File: src/rtl/imm_pkg.sv
// Shared immediate-format constants and helpers for the immediate packer and extender.
package imm_pkg;

    localparam int FIELD_W = 25;

    localparam logic [2:0] IMM_I = 3'b000;
    localparam logic [2:0] IMM_B = 3'b010;
    localparam logic [2:0] IMM_J = 3'b100;

    // True when v[31:msb] are all equal, i.e. v fits in an (msb+1)-bit signed field.
    function automatic logic upper_eq(input logic [31:0] v, input int msb);
        logic [31:0] t;
        t = $signed(v) >>> msb;
        return (t == '0) || (t == '1);
    endfunction

endpackage

File: src/rtl/imm_pack_enc.sv
// Combinational encoder: scatters a signed immediate into instruction bits [31:7].
module imm_pack_enc
    import imm_pkg::*;
#(
    parameter int WIDTH   = 24,
    parameter int C_WIDTH = 2,
    parameter int I_WIDTH = 31
) (
    input  logic [C_WIDTH:0] imm_src,
    input  logic [I_WIDTH:0] v,
    input  logic [WIDTH:0]   base,
    output logic [WIDTH:0]   f,
    output logic             err
);

    always_comb begin
        f   = base;
        err = 1'b0;
        case (imm_src)
            IMM_I: begin
                err = !upper_eq(v, 11);
                if (!err) f[24:13] = v[11:0];
            end
            IMM_B: begin
                err = !upper_eq(v, 12) || v[0];
                if (!err) begin
                    f[24]    = v[12];
                    f[23:18] = v[10:5];
                    f[4:1]   = v[4:1];
                    f[0]     = v[11];
                end
            end
            IMM_J: begin
                err = !upper_eq(v, 20) || v[0];
                if (!err) begin
                    f[24]    = v[20];
                    f[23:14] = v[10:1];
                    f[13]    = v[11];
                    f[12:5]  = v[19:12];
                end
            end
            default: err = 1'b1;
        endcase
    end

endmodule

File: src/rtl/imm_pack.sv
// Two-stage valid/ready immediate packer with error flag and saturating error counter.
module imm_pack
    import imm_pkg::*;
#(
    parameter int WIDTH   = 24,
    parameter int C_WIDTH = 2,
    parameter int I_WIDTH = 31,
    parameter int TAG_W   = 6,
    parameter int CNT_W   = 16
) (
    input  logic               clk,
    input  logic               reset_n,
    input  logic               in_valid,
    output logic               in_ready,
    input  logic [C_WIDTH:0]   immSrc,
    input  logic [I_WIDTH:0]   imm_val,
    input  logic [WIDTH:0]     base,
    input  logic [TAG_W-1:0]   tag_in,
    output logic               out_valid,
    input  logic               out_ready,
    output logic [WIDTH:0]     imm_field,
    output logic               err,
    output logic [TAG_W-1:0]   tag_out,
    output logic [CNT_W-1:0]   err_count
);

    logic               s1_valid_q, s1_valid_d;
    logic [C_WIDTH:0]   s1_src_q, s1_src_d;
    logic [I_WIDTH:0]   s1_v_q, s1_v_d;
    logic [WIDTH:0]     s1_base_q, s1_base_d;
    logic [TAG_W-1:0]   s1_tag_q, s1_tag_d;

    logic               out_valid_q, out_valid_d;
    logic [WIDTH:0]     imm_field_q, imm_field_d;
    logic               err_q, err_d;
    logic [TAG_W-1:0]   tag_out_q, tag_out_d;
    logic [CNT_W-1:0]   err_count_q, err_count_d;

    logic               s2_ready;
    logic [WIDTH:0]     enc_f;
    logic               enc_err;

    imm_pack_enc #(
        .WIDTH   (WIDTH),
        .C_WIDTH (C_WIDTH),
        .I_WIDTH (I_WIDTH)
    ) u_enc (
        .imm_src (s1_src_q),
        .v       (s1_v_q),
        .base    (s1_base_q),
        .f       (enc_f),
        .err     (enc_err)
    );

    // Ready chains combinationally from out_ready so a full pipe still streams.
    assign s2_ready = !out_valid_q || out_ready;
    assign in_ready = !s1_valid_q || s2_ready;

    always_comb begin
        s1_valid_d  = s1_valid_q;
        s1_src_d    = s1_src_q;
        s1_v_d      = s1_v_q;
        s1_base_d   = s1_base_q;
        s1_tag_d    = s1_tag_q;
        out_valid_d = out_valid_q;
        imm_field_d = imm_field_q;
        err_d       = err_q;
        tag_out_d   = tag_out_q;
        err_count_d = err_count_q;

        if (in_ready) begin
            s1_valid_d = in_valid;
            if (in_valid) begin
                s1_src_d  = immSrc;
                s1_v_d    = imm_val;
                s1_base_d = base;
                s1_tag_d  = tag_in;
            end
        end

        if (s2_ready) begin
            out_valid_d = s1_valid_q;
            if (s1_valid_q) begin
                imm_field_d = enc_f;
                err_d       = enc_err;
                tag_out_d   = s1_tag_q;
            end
        end

        if (out_valid_q && out_ready && err_q && (err_count_q != '1))
            err_count_d = err_count_q + 1'b1;
    end

    always_ff @(posedge clk or negedge reset_n) begin
        if (!reset_n) begin
            s1_valid_q  <= 1'b0;
            s1_src_q    <= '0;
            s1_v_q      <= '0;
            s1_base_q   <= '0;
            s1_tag_q    <= '0;
            out_valid_q <= 1'b0;
            imm_field_q <= '0;
            err_q       <= 1'b0;
            tag_out_q   <= '0;
            err_count_q <= '0;
        end else begin
            s1_valid_q  <= s1_valid_d;
            s1_src_q    <= s1_src_d;
            s1_v_q      <= s1_v_d;
            s1_base_q   <= s1_base_d;
            s1_tag_q    <= s1_tag_d;
            out_valid_q <= out_valid_d;
            imm_field_q <= imm_field_d;
            err_q       <= err_d;
            tag_out_q   <= tag_out_d;
            err_count_q <= err_count_d;
        end
    end

    assign out_valid = out_valid_q;
    assign imm_field = imm_field_q;
    assign err       = err_q;
    assign tag_out   = tag_out_q;
    assign err_count = err_count_q;

endmodule

File: config.mk
export PLATFORM = sky130hd
export DESIGN_NAME = imm_pack
export DESIGN_NICKNAME = d
export VERILOG_FILES = /design/src/rtl/imm_pkg.sv /design/src/rtl/imm_pack_enc.sv /design/src/rtl/imm_pack.sv
export SDC_FILE = /design/constraint.sdc
export NUM_CORES = 1
export LEC_CHECK = 0
export ABC_AREA = 1
export CORE_UTILIZATION = 54
export CTS_CLUSTER_SIZE = 16
export DETAILED_ROUTE_END_ITERATION = 8
export PLACE_DENSITY = 0.85
export SYNTH_ARGS = -nofsm -noshare
export SYNTH_HDL_FRONTEND = slang
export SYNTH_SLANG_ARGS = --single-unit
File: constraint.sdc
create_clock -name clk -period 3.3 [get_ports clk]
set_input_delay 0.66 -clock clk [delete_from_list [all_inputs] [get_ports clk]]
set_output_delay 0.66 -clock clk [all_outputs]
set_load 0.02 [all_outputs]
==> impl_results.md <==
- RD Place Congestion: 0.868
- Vias: 4455
- Pin count of the biggest net entering global routing: 66
- Signed area change from the synthesized netlist to the final layout: 34.6%
- Setup bufs post-CTS: 0
- Sequential cell area fraction in the yosys report: 0.541
- Mapped cell area: 0.00537 mm2
- Fmax: 0.378 GHz
- Count of mapped cells out of synthesis: 571
- Post-cts repair resize count: 0
- Placed insts: a little over 800
- Total Neg Setup Slack: 0 ps
- Floorplan die height: 102 um
- Final Routed Wirelength: 13100 um
- Io pins: 120
- Dominant cells by area after synthesis: dfrtp_1 54%, mux2_2 10%, nand2_1 7.6%
- Routed wirelength normalized by instance count: about 16 um
- Initial DRC Count: 225
- Half-perimeter wire length after placement: 9230 um
- Total of fill cells in the finished design: 654
- Number of H-tree branching levels: 4
- Tightest Hold Check Type: primary input to asynchronous set/reset pin
- Warnings, synthesis: 0
- Maximum buffer depth of the clock tree: 2
- Via count of the first global-routing pass: around 4.5k
- Transition time at the pin with the least slew margin: 795 ps
- Die footprint: 0.0103 mm2
- Setup slack of the critical path after layout: 652 ps
- P per Cell Area: slightly below 700 mW/mm2
- Reported leakage power: ~3.2 nW
- TritonCTS clock tree: built
- Proportion of netlist area held by the largest area contributor: 0.541
- Vias per inst: 5.30
- Worst path required time: 2640 ps
- Relative slew slack: 0.470
- Number of maximum-capacitance constraint violations: 0
- Total core area: 0.00968 mm2
- Portion of the clock cycle consumed by the worst path in the final layout: 0.803
- Maximum ir drop on the vdd rail: 0.402 mV
- Arrival time reported for the critical path endpoint: 1990 ps
- Placement Rows: 36
- DRC: 0
- Total CTS buffers: 17
- WS Path Type: primary input to primary output
- Global-route wire length before repair: 21000 um
- Endpoint class of the critical path: primary output
- Setup violators final: 0
- I/O Buffers: around 120
- Average cell area after synthesis: about 9.4 um2
- Number of different library cells in the post-synthesis netlist: 34
- Root cell of the clock tree: clkbuf_8
- Place WS: 658 ps
- Setup repair after global routing missed its margin: false
- Proportion of layout cells with a drive suffix above 1: 0.163
- Fin Clk Skew: ~6.7 ps
- Overall Global Routing Usage: 0.273
- Grt total ovfl: 0
- Overall power consumption: 4.98 mW
- Pre-Repair DR Iteration Count: 4
- Biggest area consumer among synthesized cells: dfrtp_1
- Antenna fix cells: 0
- Pins Over Slew Limit: 0
- Effective utilization at floorplan: 0.554
- Number of clock sinks seen by CTS: 116
- Horizontal die dimension: 102 um
- Hold buffer count at cts: 0
- Status: complete, no violations
- Worst-skew pair later-pin latency: 520 ps
- Count of nets after finishing: between 700 and 800
- Number of hold violations in the final report: 0
- Post-synthesis sequential element count: ~120
- Startpoint kind of the worst setup timing path: primary input
- Maximum fanout encountered on the critical timing path: 3
- Remaining number of nets flagged by the antenna check after routing: 0
- Final Critical Period: about 2600 ps
- Worst-path clk slew: approximately 50 ps
- Number of nets in the synthesized netlist: about 640
- Worst hold-check slack: about 140 ps
- Number of antenna violations at the first check in global routing: 0
- Final cell count without fillers: 840
## synthesized netlist by cell type
library cell	number
nand3_4	2
buf_6	1
nand2_2	6
nand2_1	109
nor3_2	3
and3_1	1
nor3_1	3
and2_1	1
o21ai_0	11
a31oi_1	3
o21ai_1	3
buf_1	3
or2_2	5
nor4_1	2
nor2_2	3
mux2_2	48
clkbuf_1	2
nor4b_1	1
buf_2	9
nand4_1	14
buf_4	2
inv_1	46
nand3_2	2
xnor2_1	3
xor2_1	9
dfrtp_1	116
nand2_4	2
nand3_1	22
inv_2	7
a21oi_1	51
nor2_4	3
ha_1	1
clkinv_1	1
nor2_1	76
## sequential cells by signal, indices dropped and copies added, names as in the netlist
register,flops
s1_v_q,32
imm_field,25
s1_base_q,25
err_count,16
s1_tag_q,6
tag_out,6
s1_src_q,3
err,1
out_valid,1
s1_valid_q,1
## where the power goes
group          internal [mW]  leakage (nW)  total (mW)  switching, mW
clock                   1.09         0.261        1.67          0.584
sequential              1.73          1.34        1.97          0.240
combinational          0.635          1.61        1.35          0.712
total                   3.45          3.21        4.98           1.54
## critical path, stage by stage
cell             delay [ps]
clkdlybuf4s50_1         470
inv_1                    60
nand3_1                 160
clkdlybuf4s50_1         640
## metrics by stage
stage / instance area [um2] / utilization
3_3_place_gp: 6690 / 0.691
5_1_grt: 7220 / 0.746
4_1_cts: 7220 / 0.746
2_1_floorplan: 5370 / -
3_5_place_dp: 6690 / 0.691
6_report: 7220 / 0.746
## cell type report
class                   count  area [um2]  area share
clock buffers              21         449      0.0622
well taps                 133         166      0.0230
clock inverters             6        82.6      0.0114
repair buffers            126        1240       0.172
inverters                  54         203      0.0281
multi-input cells         384        2180       0.302
flip-flops and latches    116        2900       0.402
## per-layer routing
layer	track usage	part of all wire	vias to the layer above
li1	-	-	2108
met1	0.332	0.41	2142
met2	0.446	0.50	177
met3	0.0773	0.064	28
met4	0.137	0.025	0
met5	0.00481	0	-
## cells by family (layout without fill, tap and decap cells)
kind of cell,count (synthesis),after routing,share of synthesized area
AOI/OAI and AO/OA,68,68,0.0641
adders and majority gates,1,1,0.00233
buffers and inverters,71,207,0.0545
DFF,116,116,0.541
xor gates and xnor gates,12,12,0.0196
muxes,48,48,0.101
and+or+nand+nor,255,255,0.218
## worst paths after layout
check | start | slack (ps) | cells past startpoint | endpoint
worst max-delay path | out_ready | 650 | 4 | in_ready
worst min-delay path | reset_n | 140 | 1 | err_count[9]
worst max register to register | err_count[0] | 1480 | 10 | err_count[10]
worst min register to register | tag_out[1] | 480 | 2 | tag_out[1]
max in group asynchronous | reset_n | 2270 | 2 | imm_field[7]
min in group clk | tag_out[1] | 480 | 2 | tag_out[1]
## cell usage in the layout, fill, tap and decap left out, types with 5 or more instances in the layout
| cell type | count |
|---|---|
| clkbuf_16 | 16 |
| mux2_2 | 48 |
| nand4_1 | 14 |
| clkdlybuf4s50_1 | 118 |
| inv_1 | 46 |
| inv_2 | 7 |
| xor2_1 | 9 |
| nand3_1 | 22 |
| a21oi_1 | 51 |
| or2_2 | 5 |
| dfrtp_1 | 116 |
| nand2_1 | 108 |
| buf_4 | 8 |
| nor2_1 | 76 |
| nand2_2 | 6 |
| o21ai_0 | 11 |
(Power assumes the default switching activity.)
